<file path="src/rtl/bin_search_sched_pkg.sv">
// Purpose : shared types and defaults for the binary-search scheduler slice.
// Contents: scheduler state enum, default key/index widths, default watchdog
//           length and the watchdog timer width helper.
package bin_search_pkg;

  typedef enum logic [1:0] {
    IDLE  = 2'd0,
    ISSUE = 2'd1,
    WAIT  = 2'd2,
    RESP  = 2'd3
  } state_t;

  localparam int unsigned KEY_W_DEF   = 8;
  localparam int unsigned ADDR_W_DEF  = 5;
  localparam int unsigned TIMEOUT_DEF = 15;

  // Timer must be able to hold TIMEOUT itself (it counts through TIMEOUT-1).
  function automatic int unsigned timer_width(input int unsigned timeout);
    return $clog2(timeout + 1);
  endfunction

endpackage

</file>
<file path="src/rtl/bin_search_sched_if.sv">
// Purpose : requester-side bus between the front-ends and the scheduler.
// Signals : req   - per-requester request level, held until ack
//           key   - packed keys, requester i at [i*KEY_W +: KEY_W]
//           ack   - one-cycle response strobe to the owning requester
//           rsp_found / rsp_index / rsp_timeout - registered result
// Modports: master = requesters, slave = scheduler.
interface bin_search_sched_if #(
  parameter int unsigned NREQ   = 2,
  parameter int unsigned KEY_W  = 8,
  parameter int unsigned ADDR_W = 5
) ();

  logic [NREQ-1:0]       req;
  logic [NREQ*KEY_W-1:0] key;
  logic [NREQ-1:0]       ack;
  logic                  rsp_found;
  logic [ADDR_W-1:0]     rsp_index;
  logic                  rsp_timeout;

  modport master (
    output req, key,
    input  ack, rsp_found, rsp_index, rsp_timeout
  );

  modport slave (
    input  req, key,
    output ack, rsp_found, rsp_index, rsp_timeout
  );

endinterface

</file>
<file path="src/rtl/bin_search_sched_rr_arbiter.sv">
// Purpose : combinational round-robin picker.
// Ports   : req         - request vector
//           pointer     - index searched first; search wraps upward
//           grant_valid - at least one request present
//           grant_idx   - first set request at or after pointer
module rr_arbiter #(
  parameter int unsigned NREQ  = 2,
  parameter int unsigned PTR_W = 1
) (
  input  logic [NREQ-1:0]  req,
  input  logic [PTR_W-1:0] pointer,
  output logic             grant_valid,
  output logic [PTR_W-1:0] grant_idx
);

  always_comb begin
    int unsigned w_j;
    grant_valid = 1'b0;
    grant_idx   = '0;
    w_j         = 0;
    for (int unsigned k = 0; k < NREQ; k++) begin
      w_j = (32'(pointer) + k) % NREQ;
      if (!grant_valid && req[w_j]) begin
        grant_valid = 1'b1;
        grant_idx   = PTR_W'(w_j);
      end
    end
  end

endmodule

</file>
<file path="src/rtl/bin_search_sched.sv">
// Purpose : shares one binary-search engine among NREQ requesters. A pending
//           request is picked round-robin, its key latched and the engine
//           started; the result (or a watchdog timeout) is returned to the
//           owner together with a one-cycle ack.
// Ports   : clk, reset (async, active-low)
//           bus        - requester bus (slave modport of bin_search_sched_if)
//           busy       - scheduler not in IDLE
//           eng_start  - engine start level (ISSUE and WAIT)
//           eng_key    - latched key presented to the engine
//           eng_done / eng_found / eng_index - engine result, sampled in WAIT
module bin_search_sched
  import bin_search_pkg::*;
#(
  parameter int unsigned NREQ    = 2,
  parameter int unsigned KEY_W   = KEY_W_DEF,
  parameter int unsigned ADDR_W  = ADDR_W_DEF,
  parameter int unsigned TIMEOUT = TIMEOUT_DEF
) (
  input  logic              clk,
  input  logic              reset,
  bin_search_sched_if.slave bus,
  output logic              busy,
  output logic              eng_start,
  output logic [KEY_W-1:0]  eng_key,
  input  logic              eng_done,
  input  logic              eng_found,
  input  logic [ADDR_W-1:0] eng_index
);

  localparam int unsigned TMR_W = timer_width(TIMEOUT);
  localparam int unsigned PTR_W = (NREQ > 1) ? $clog2(NREQ) : 1;

  state_t             r_state, w_state_nxt;
  logic [PTR_W-1:0]   r_ptr;
  logic [PTR_W-1:0]   r_owner;
  logic [TMR_W-1:0]   r_timer;
  logic [KEY_W-1:0]   r_eng_key;
  logic               r_rsp_found;
  logic [ADDR_W-1:0]  r_rsp_index;
  logic               r_rsp_timeout;

  logic               w_grant_valid;
  logic [PTR_W-1:0]   w_grant_idx;
  logic               w_tmo;
  logic [NREQ-1:0]    w_ack;
  logic [PTR_W-1:0]   w_ptr_nxt;

  rr_arbiter #(
    .NREQ  (NREQ),
    .PTR_W (PTR_W)
  ) u_arb (
    .req         (bus.req),
    .pointer     (r_ptr),
    .grant_valid (w_grant_valid),
    .grant_idx   (w_grant_idx)
  );

  assign w_tmo     = (r_timer == TMR_W'(TIMEOUT - 1));
  assign w_ptr_nxt = PTR_W'((32'(r_owner) + 1) % NREQ);

  // State register
  always_ff @(posedge clk or negedge reset) begin
    if (!reset) r_state <= IDLE;
    else        r_state <= w_state_nxt;
  end

  // Next-state logic; eng_done wins over a coincident watchdog expiry.
  always_comb begin
    w_state_nxt = r_state;
    unique case (r_state)
      IDLE:  if (w_grant_valid) w_state_nxt = ISSUE;
      ISSUE: w_state_nxt = WAIT;
      WAIT:  if (eng_done || w_tmo) w_state_nxt = RESP;
      RESP:  w_state_nxt = IDLE;
      default: w_state_nxt = IDLE;
    endcase
  end

  // Datapath: owner/key latches, watchdog timer, result registers, pointer.
  always_ff @(posedge clk or negedge reset) begin
    if (!reset) begin
      r_ptr         <= '0;
      r_owner       <= '0;
      r_timer       <= '0;
      r_eng_key     <= '0;
      r_rsp_found   <= 1'b0;
      r_rsp_index   <= '0;
      r_rsp_timeout <= 1'b0;
    end else begin
      unique case (r_state)
        IDLE: begin
          if (w_grant_valid) begin
            r_owner   <= w_grant_idx;
            r_eng_key <= bus.key[32'(w_grant_idx)*KEY_W +: KEY_W];
          end
        end
        ISSUE: r_timer <= '0;
        WAIT: begin
          r_timer <= r_timer + TMR_W'(1);
          if (eng_done) begin
            r_rsp_found   <= eng_found;
            r_rsp_index   <= eng_found ? eng_index : '0;
            r_rsp_timeout <= 1'b0;
          end else if (w_tmo) begin
            r_rsp_found   <= 1'b0;
            r_rsp_index   <= '0;
            r_rsp_timeout <= 1'b1;
          end
        end
        RESP: r_ptr <= w_ptr_nxt;
        default: ;
      endcase
    end
  end

  // Decoded from state so that reset removes ack and eng_start immediately.
  always_comb begin
    w_ack = '0;
    if (r_state == RESP) w_ack[r_owner] = 1'b1;
  end

  assign busy            = (r_state != IDLE);
  assign eng_start       = (r_state == ISSUE) || (r_state == WAIT);
  assign eng_key         = r_eng_key;
  assign bus.ack         = w_ack;
  assign bus.rsp_found   = r_rsp_found;
  assign bus.rsp_index   = r_rsp_index;
  assign bus.rsp_timeout = r_rsp_timeout;

endmodule

</file>
<file path="src/flat_wrapper.sv">
// flat-port wrapper written by rule: the top's interface ports become plain ports
module bin_search_sched_flat import bin_search_pkg::*;
#(
  parameter int unsigned NREQ    = 2,
  parameter int unsigned KEY_W   = KEY_W_DEF,
  parameter int unsigned ADDR_W  = ADDR_W_DEF,
  parameter int unsigned TIMEOUT = TIMEOUT_DEF
)
  (clk, reset, busy, eng_start, eng_key, eng_done, eng_found, eng_index, bus_req, bus_key, bus_ack, bus_rsp_found, bus_rsp_index, bus_rsp_timeout);
  bin_search_sched_if #(.NREQ(NREQ), .KEY_W(KEY_W), .ADDR_W(ADDR_W)) bus_i ();
  input  logic clk;
  input  logic reset;
  output logic busy;
  output logic eng_start;
  output logic [KEY_W-1:0] eng_key;
  input  logic eng_done;
  input  logic eng_found;
  input  logic [ADDR_W-1:0] eng_index;
  input wire logic [$bits(bus_i.req)-1:0] bus_req;
  input wire logic [$bits(bus_i.key)-1:0] bus_key;
  output wire logic [$bits(bus_i.ack)-1:0] bus_ack;
  output wire logic [$bits(bus_i.rsp_found)-1:0] bus_rsp_found;
  output wire logic [$bits(bus_i.rsp_index)-1:0] bus_rsp_index;
  output wire logic [$bits(bus_i.rsp_timeout)-1:0] bus_rsp_timeout;
  assign bus_i.req = bus_req;
  assign bus_i.key = bus_key;
  assign bus_ack = bus_i.ack;
  assign bus_rsp_found = bus_i.rsp_found;
  assign bus_rsp_index = bus_i.rsp_index;
  assign bus_rsp_timeout = bus_i.rsp_timeout;
  bin_search_sched #(.NREQ(NREQ), .KEY_W(KEY_W), .ADDR_W(ADDR_W), .TIMEOUT(TIMEOUT)) u_core (.clk(clk), .reset(reset), .bus(bus_i), .busy(busy), .eng_start(eng_start), .eng_key(eng_key), .eng_done(eng_done), .eng_found(eng_found), .eng_index(eng_index));
endmodule
</file>
<file path="config.mk">
export PLATFORM = sky130hd
export DESIGN_NAME = bin_search_sched_flat
export DESIGN_NICKNAME = d
export VERILOG_FILES = /design/src/rtl/bin_search_sched_pkg.sv /design/src/rtl/bin_search_sched_if.sv /design/src/rtl/bin_search_sched_rr_arbiter.sv /design/src/rtl/bin_search_sched.sv /design/src/flat_wrapper.sv
export SDC_FILE = /design/constraint.sdc
export NUM_CORES = 1
export LEC_CHECK = 0
export ABC_AREA = 1
export ABC_CLOCK_PERIOD_IN_PS = 1700
export BUFFER_PORTS_ARGS = -buffer_cell sky130_fd_sc_hd__buf_2
export CAP_MARGIN = 15
export CORE_AREA = 2 2 68 70
export DETAILED_ROUTE_END_ITERATION = 16
export DIE_AREA = 0 0 70 72
export PLACE_DENSITY = 0.57
export SETUP_SLACK_MARGIN = 0.1
export SKIP_CTS_REPAIR_TIMING = 1
export SLEW_MARGIN = 15
export SYNTH_ARGS = -nofsm -noshare
export SYNTH_HDL_FRONTEND = slang
export SYNTH_SLANG_ARGS = --single-unit
</file>
<file path="constraint.sdc">
create_clock -name clk -period 1.7 [get_ports clk]
set_input_delay 0.255 -clock clk [delete_from_list [all_inputs] [get_ports clk]]
set_output_delay 0.255 -clock clk [all_outputs]
set_load 0.02 [all_outputs]
</file>
==> run metrics, run 1 <==
port bufs 45; Critical Path Max Stage Delay 400 ps; CTS buffer count 3; DR pass1 iterations 4; DRT iter0 DRCs 37; Area Overhead vs Synth 27.8%; initial antenna violation count 0; Detail Route met2 WL 1240 microns; Starting Density 28.9%; die area 0.00504 sq mm; Pleak 0.913 nW; routability cong. 0.787; CP max FO 3; Placed Instances 244; Total Routed Length 2640 microns; CTS root buf clkbuf_8; vias in the first global route 1,017; setup ws final 204 ps; layout net count 233; GRT Total Usage 10.6%; area of the multi-input gates 558 sq um; Hold Path Depth 2; endpoint class of the critical path primary output; dpl hpwl 1920 microns; hold slack 206 ps; vias per inst 4.22; Worst path slowest cell dfrtp_1; startpoint types register; vias 1,059; synth top area cells dfrtp_1 (47%), nand2_1 (19%), ha_1 (6.1%); worst hold-check path type in -> reg; minimum clock period after layout 1500 ps; first-pass GRT wire length 4360 microns; syn nets 182; Avg WL per Cell 10.5 microns; commonest non-fill, non-tap cell in the layout nand2_1; top cell type's share of synthesized area 46.7%; worst relative slew slack 64.4%; share of cells above drive strength 1 31.7%; setup violators final 0; number of clock sinks 23; pre-CTS setup slack 301 ps; Core Area 0.00426 sq mm; Synth Cell Area 0.00123 sq mm; Slew @ Worst Pin 534 ps; fill cell count 462; Final ANT Viol Nets 0; CTS H-tree lvls 1; setup TNS 0 ps; critical path arrival 1240 ps; area leader, netlist dfrtp_1; Die Height 72 microns; status finished clean; Max Cap Viol 0; R2R cell count 6; largest net degree at the start of global routing 24; power per cell area 1740 mW/mm^2; drt drc 0; met1 WL 1240 microns; Layout Skew 3.62 ps; clk_lat worst skew 260 ps; unrepaired setup endpoints after global routing false; syn_area_per_cell 8.26 sq um; I/O pin count 46; synth warn 0; Yosys cell types 22; chip width 70 microns; met3 wire len 141 microns; VDD IR-drop max 0.000565 V; Final Power 0.00274 W; Max Used Layer met4; CP Buf/Inv Count 3; clk buf depth 2; sequential fraction of the synthesis area 46.7%; fin crit share 88.0%; flops & latches, synth 23; Max Slew Vio Count 0; fmax 669 MHz; GRT Residual Overflow 0; most frequent cells in the layout nand2_1 (61), buf_2 (45), dfrtp_1 (23), inv_1 (16), nand3_1 (13); Post-Synthesis Cells 149; Setup CP Type reg -> out; final cell count without fillers 251; Worst-path clk slew 80 ps; required time of the worst setup path 1440 ps; final hold viol count 0; Antenna diodes 0; CP delay by family, top flip-flops; crit-path cells buf_4 -> ha_1 -> inv_1 -> nor2_1 -> buf_2; CTS tree yes; FF/Latch Area 576 sq um; row count 24; CP Depth 5
## state kept, by name (all words and copies together), names as in the netlist
name	count
u_core.r_timer	4
u_core.r_ptr	1
u_core.bus.rsp_index	5
u_core.r_owner	1
u_core.bus.rsp_timeout	1
u_core.r_state	2
u_core.bus.rsp_found	1
u_core.eng_key	8
## cells by family after synthesis
group,count (synthesis),share of synthesized area (%)
AND/OR/NAND/NOR,87,33.0
flip-flops,23,46.7
AO/OA/AOI/OAI,12,5.18
buffers and inverters,21,8.94
adder cells (fa/ha/maj),6,6.10
## stage by stage
step	cell area (sq um)	utilization [%]
3_5_place_dp	1490	34.9
5_1_grt	1570	36.9
6_report	1570	36.9
4_1_cts	1540	36.0
3_3_place_gp	1490	34.9
2_1_floorplan	1230	-
## worst reg2reg max path, cell delays in order (launching register included)
cell     delay, ps
dfrtp_1        400
buf_4          140
buf_4          120
ha_1           240
or2_2          290
nand3_1         90
nand2_1         60
## worst paths after layout
path / from / to / slack, ps
setup / recovery: u_core.r_state[1]$_DFFE_PN0P_ / bus_ack[0] / 200
hold / removal: eng_done / u_core.bus.rsp_timeout$_DFFE_PN0P_ / 210
setup reg to reg: u_core.r_state[1]$_DFFE_PN0P_ / u_core.r_state[0]$_DFFE_PN0P_ / 260
hold reg to reg: u_core.bus.rsp_found$_DFFE_PN0P_ / u_core.bus.rsp_found$_DFFE_PN0P_ / 480
max in group asynchronous: reset / u_core.r_timer[3]$_DFFE_PN0P_ / 830
min in group asynchronous: reset / u_core.r_ptr$_DFFE_PN0N_ / 510
## power breakdown
group	leakage (nW)	switching, W	internal, W
combinational	0.596	0.000928	0.000548
clock	0.0255	0.000175	0.000163
sequential	0.291	0.000132	0.000792
total	0.913	0.00124	0.00150
## per-layer routing
layer / up-vias / global-route usage (%)
met5: - / 0
li1: 563 / -
met1: 465 / 13.6
met2: 29 / 18.4
met4: 0 / 3.21
met3: 2 / 1.94
## cell usage after synthesis
cell type,n
nor3_1,1
nand3_2,1
o22ai_1,1
nand2_1,61
buf_12,1
or2_2,1
nand2_2,2
nand2_8,1
buf_6,1
o21ai_0,8
inv_1,16
dfrtp_1,23
a21boi_0,1
nand2_4,2
ha_1,6
inv_6,1
inv_4,1
nand3_1,13
a21oi_1,2
nand4_4,1
nor2_1,4
inv_2,1
## cell type report
cell class | instances | area share (%)
clock buffer | 3 | 2.62
clock inverter | 1 | 0.318
inverter | 19 | 5.01
multi-input combinational | 105 | 35.5
sequential | 23 | 36.6
tap | 52 | 4.13
timing repair buffer | 48 | 15.9
(Power assumes the default switching activity.)
==> run 2, diff against run 1 <==
Settings changed: CTS_BUF_LIST set to sky130_fd_sc_hd__clkbuf_8 sky130_fd_sc_hd__clkbuf_16, PLACE_DENSITY 0.57 to 0.54.
==> run 2 against run 1 <==
  * Clock-buffer cell count stayed put
  * Core utilization is essentially flat
  * Die area did not move
  * Final cell count stayed put
  * Worst setup slack got worse by 19 ps
  * Fmax decreased by 1.2%
  * Sequential share of layout area is essentially flat
  * Register-to-register slack better by 100 ps
  * Non-clock buffer count unchanged
  * Sequential cell count stayed put
  * First-iteration DRC count increased by 59%
  * Global-route usage rose by 1.0 points
==> run metrics, run 2 (synthesis gave the netlist of run 1 again) <==
Avg WL per Cell 10.5 microns; Setup CP Type reg -> out; final cell count without fillers 251; die area 0.00504 sq mm; DR pass1 iterations 4; Worst-path clk slew 80 ps; R2R cell count 7; CP max FO 4; CTS buffer count 3; post-placement cell area 0.00149 sq mm; Slew @ Worst Pin 503 ps; commonest non-fill, non-tap cell in the layout nand2_1; pre-CTS setup slack 276 ps; Area Overhead vs Synth 27.7%; Max Cap Viol 0; unrepaired setup endpoints after global routing true; Antenna diodes 0; number of clock sinks 23; setup TNS 0 ps; largest net degree at the start of global routing 24; fin crit share 89.1%; max reg flops 8; initial antenna violation count 0; DRT iter0 DRCs 59; clk buf depth 2; Core Area 0.00426 sq mm; Starting Density 28.9%; share of cells above drive strength 1 31.2%; endpoint class of the critical path primary output; Layout Skew 2.38 ps; final instance area 0.00157 sq mm; Die Height 72 microns; VDD IR-drop max 0.000915 V; vias 1,058; reg-to-reg slack, setup 360 ps; clk_lat worst skew 260 ps; setup ws final 186 ps; required time of the worst setup path 1440 ps; GRT Total Usage 11.6%; CTS tree yes; first-pass GRT wire length 4770 microns; minimum clock period after layout 1510 ps; dpl hpwl 2000 microns; worst relative slew slack 66.5%; row count 24; routability cong. 0.706; GRT Residual Overflow 0; Pleak 0.914 nW; drt drc 0; power per cell area 1740 mW/mm^2; worst hold-check path type in -> reg; status finished clean; startpoint types register; setup violators final 0; I/O pin count 46; CTS root buf clkbuf_8; fill cell count 463; critical path arrival 1260 ps; Final ANT Viol Nets 0; Max Slew Vio Count 0; chip width 70 microns; vias per inst 4.22; vias in the first global route 1,051; Hold Path Depth 2; Placed Instances 244; port bufs 45; CTS H-tree lvls 1; final hold viol count 0; fmax 660 MHz; layout net count 233; Total Routed Length 2650 microns; most frequent cells in the layout nand2_1 (61), buf_2 (45), dfrtp_1 (23), inv_1 (17), nand3_1 (13)
[run 2: cell count changes in the layout (fill, tap and decap cells not counted)]
cell,before,now
clkinv_2,1,0
inv_1,16,17
[run 2: final timing paths]
| check | from | end |
|---|---|---|
| max in group asynchronous | reset | u_core.eng_key[4]$_DFFE_PN0P_ |
| max reg2reg | u_core.r_state[1]$_DFFE_PN0P_ | u_core.r_timer[3]$_DFFE_PN0P_ |
| min | eng_done | u_core.bus.rsp_timeout$_DFFE_PN0P_ |
| max | u_core.r_state[1]$_DFFE_PN0P_ | bus_ack[0] |
| min reg2reg | u_core.eng_key[5]$_DFFE_PN0P_ | u_core.eng_key[5]$_DFFE_PN0P_ |
| min in group asynchronous | reset | u_core.bus.rsp_index[2]$_DFFE_PN0P_ |
[run 2: metrics by stage]
step / hold WS (ps) / utilization (%) / power [W]
after detailed placement: 258 / 34.9 / 0.00235
final: 217 / 36.9 / 0.00274
after global placement: 274 / 34.9 / 0.00234
after floorplan: -40.6 / - / 0.00194
after global routing: 215 / 36.9 / 0.00304
after CTS: -31.5 / 36.0 / 0.00270
[run 2: power by group]
group          internal, W  switching, W
logic             0.000548      0.000927
clock network     0.000161      0.000167
registers         0.000793      0.000140
total              0.00150       0.00123
[run 2: per-layer routing]
metal  up-vias  global-route usage, %  part of all wire [%]
met3         2                   3.06                   6.7
met4         0                   1.92                  0.49
met2        35                   19.3                    47
met1       459                   15.8                    46
li1        562                      -                     -
met5         -                      0                     0
[run 2: final cells by class]
cell class / instances / area [sq um] / share of cell area (%)
tap: 52 / 65.1 / 4.14
clock buffer: 3 / 41.3 / 2.63
multi-input combinational: 105 / 558 / 35.5
timing repair buffer: 48 / 250 / 15.9
inverter: 19 / 78.8 / 5.01
sequential: 23 / 576 / 36.6
clock inverter: 1 / 3.75 / 0.239
[run 2: critical path, stage by stage, from the launching register on]
cell     delay, ps
dfrtp_1        420
buf_4          140
ha_1           180
inv_1           70
nor2_1          40
buf_2          150
==> run 3, diff against run 2 <==
--- a/config.mk
+++ b/config.mk
@@ -9,3 +9,3 @@
 export ABC_CLOCK_PERIOD_IN_PS = 1700
-export BUFFER_PORTS_ARGS = -buffer_cell sky130_fd_sc_hd__buf_2
+export BUFFER_PORTS_ARGS = -buffer_cell sky130_fd_sc_hd__buf_4
 export CAP_MARGIN = 15
--- a/constraint.sdc
+++ b/constraint.sdc
@@ -3,2 +3,2 @@
 set_output_delay 0.255 -clock clk [all_outputs]
-set_load 0.02 [all_outputs]
+set_load 0.01 [all_outputs]
==> run 3 against run 2 <==
  * Critical path depth fell by 2
  * Fmax rose by 4.0%
  * Non-clock buffer count fell by 2
  * Sequential power rose by 0.6%
  * First-iteration DRC count fell by 39%
  * Via count fell by 0.95%
  * Die area did not move
  * Hold slack got worse by 4.5 ps
  * Final cell count fell by 0.80%
  * Clock-buffer cell count did not move
  * Critical path type unchanged
  * Largest cell class unchanged
==> run metrics, run 3 (synthesis gave the netlist of run 1 again) <==
Core Area 0.00426 sq mm; I/O pin count 46; unrepaired setup endpoints after global routing false; CTS root buf clkbuf_8; CTS buffer count 3; Critical Path Max Stage Delay 400 ps; Slew @ Worst Pin 305 ps; setup TNS 0 ps; status finished clean; Max Cap Viol 0; CP Launch Point u_core.r_state[0]$_DFFE_PN0P_; GRT Total Usage 11.1%; required time of the worst setup path 1440 ps; Die Height 72 microns; crit-path cells inv_1 -> ha_4 -> buf_4; DRT iter0 DRCs 36; minimum clock period after layout 1460 ps; Total Routed Length 2740 microns; Starting Density 28.9%; Area Overhead vs Synth 35.8%; reg-to-reg slack, setup 340 ps; Critical R2R Capture u_core.r_timer[3]$_DFFE_PN0P_; chip width 70 microns; CTS H-tree lvls 1; Pleak 0.934 nW; worst relative slew slack 79.7%; R2R cell count 7; first-pass GRT wire length 4720 microns; Layout Skew 0.915 ps; CTS tree yes; DR pass1 iterations 4; die area 0.00504 sq mm; most frequent cells in the layout nand2_1 (61), buf_4 (45), dfrtp_1 (23), inv_1 (16), nand3_1 (13); Antenna diodes 0; sequential power share 34.8%; power per cell area 1610 mW/mm^2; Hold Path Depth 2; max reg flops 8; initial antenna violation count 0; fin crit share 85.6%; post-layout util 39.2%; fmax 687 MHz; cell-internal power 0.00161 W; Max Slew Vio Count 0; port bufs 45; clk buf depth 2; Worst-path clk slew 80 ps; Reg2Reg Launch Point u_core.r_state[1]$_DFFE_PN0P_; routability cong. 0.776; row count 24; drt drc 0; clk_lat worst skew 260 ps; vias in the first global route 1,067; Hold Path End u_core.bus.rsp_timeout$_DFFE_PN0P_; final hold viol count 0; Net Sw Power 0.00109 W; vias per inst 4.21; hold wc startpoint eng_done; dpl hpwl 2030 microns; Worst path slowest cell dfrtp_1; CP max FO 7; Avg WL per Cell 11.0 microns; Net Sw Frac 40.4%; critical path arrival 1200 ps; Gate power share 52.5%; worst hold-check path type in -> reg; GRT Residual Overflow 0; largest net degree at the start of global routing 24; commonest non-fill, non-tap cell in the layout nand2_1; layout net count 231; CP delay by family, top flip-flops; CP Buf/Inv Count 2; Setup CP Type reg -> out; VDD IR-drop max 0.000750 V; setup violators final 0; Final ANT Viol Nets 0; share of cells above drive strength 1 31.0%; endpoint class of the critical path primary output; number of clock sinks 23; vias 1,048; startpoint types register; clock power share 12.7%
## run 3: cell types whose count changed in the layout (fill, tap and decap cells not counted)
cell / change
buf_4: +43
inv_1: -1
clkinv_2: +1
buf_2: -45
## run 3: worst reg2reg max path, cell delays in order (launching register included)
cell and delay [ps]:
dfrtp_1 390, inv_1 100, ha_4 310, nand2_1 70, nor3_1 200, nand2_1 80
nand2_1 70, nor2_1 40
## run 3: power by group through the flow
stage | sequential, W | clock, W | combinational [W]
after floorplan | 0.00101 | 0 | 0.000761
after global placement | 0.000947 | 0 | 0.00137
after detailed placement | 0.000942 | 0 | 0.00138
after CTS | 0.000939 | 0.000356 | 0.00138
after global routing | 0.000973 | 0.000377 | 0.00160
final | 0.000939 | 0.000341 | 0.00141
## run 3: worst max-delay path by stage
stage / end / cells past startpoint / slack (ps)
after floorplan: u_core.r_timer[3]$_DFFE_PN0P_ / 7 / 350
after global placement: u_core.r_timer[3]$_DFFE_PN0P_ / 7 / 340
after detailed placement: u_core.r_timer[3]$_DFFE_PN0P_ / 7 / 280
after CTS: busy / 4 / 110
after global routing: busy / 4 / 160
final: eng_start / 3 / 240
## run 3: metrics by stage
| stage | setup slack [ps] | total power (W) | hold WS (ps) | instances | instance area [sq um] |
|---|---|---|---|---|---|
| after floorplan | 351 | 0.00177 | -40.6 | 149 | 1230 |
| after global placement | 338 | 0.00232 | 179 | 244 | 1600 |
| after detailed placement | 281 | 0.00232 | 177 | 244 | 1600 |
| after CTS | 114 | 0.00268 | -111 | 248 | 1650 |
| after global routing | 157 | 0.00295 | 225 | 249 | 1670 |
| final | 244 | 0.00269 | 212 | 249 | 1670 |
## run 3: area by class of cell
type                       instances  area [sq um]
multi-input combinational        105           558
clock buffer                       3          41.3
tap                               52          65.1
fill                             464          2590
sequential                        23           576
clock inverter                     1          5.00
inverter                          19          78.8
timing repair buffer              46           348
## run 3: metal layers
layer,wire length (microns),vias to the layer above,share of wire (%),GRT usage (%)
li1,-,557,-,-
met1,1360,463,50,15.2
met2,1220,28,44,19.0
met3,166,0,6.1,2.36
met4,0,0,0,0.641
met5,0,-,0,0
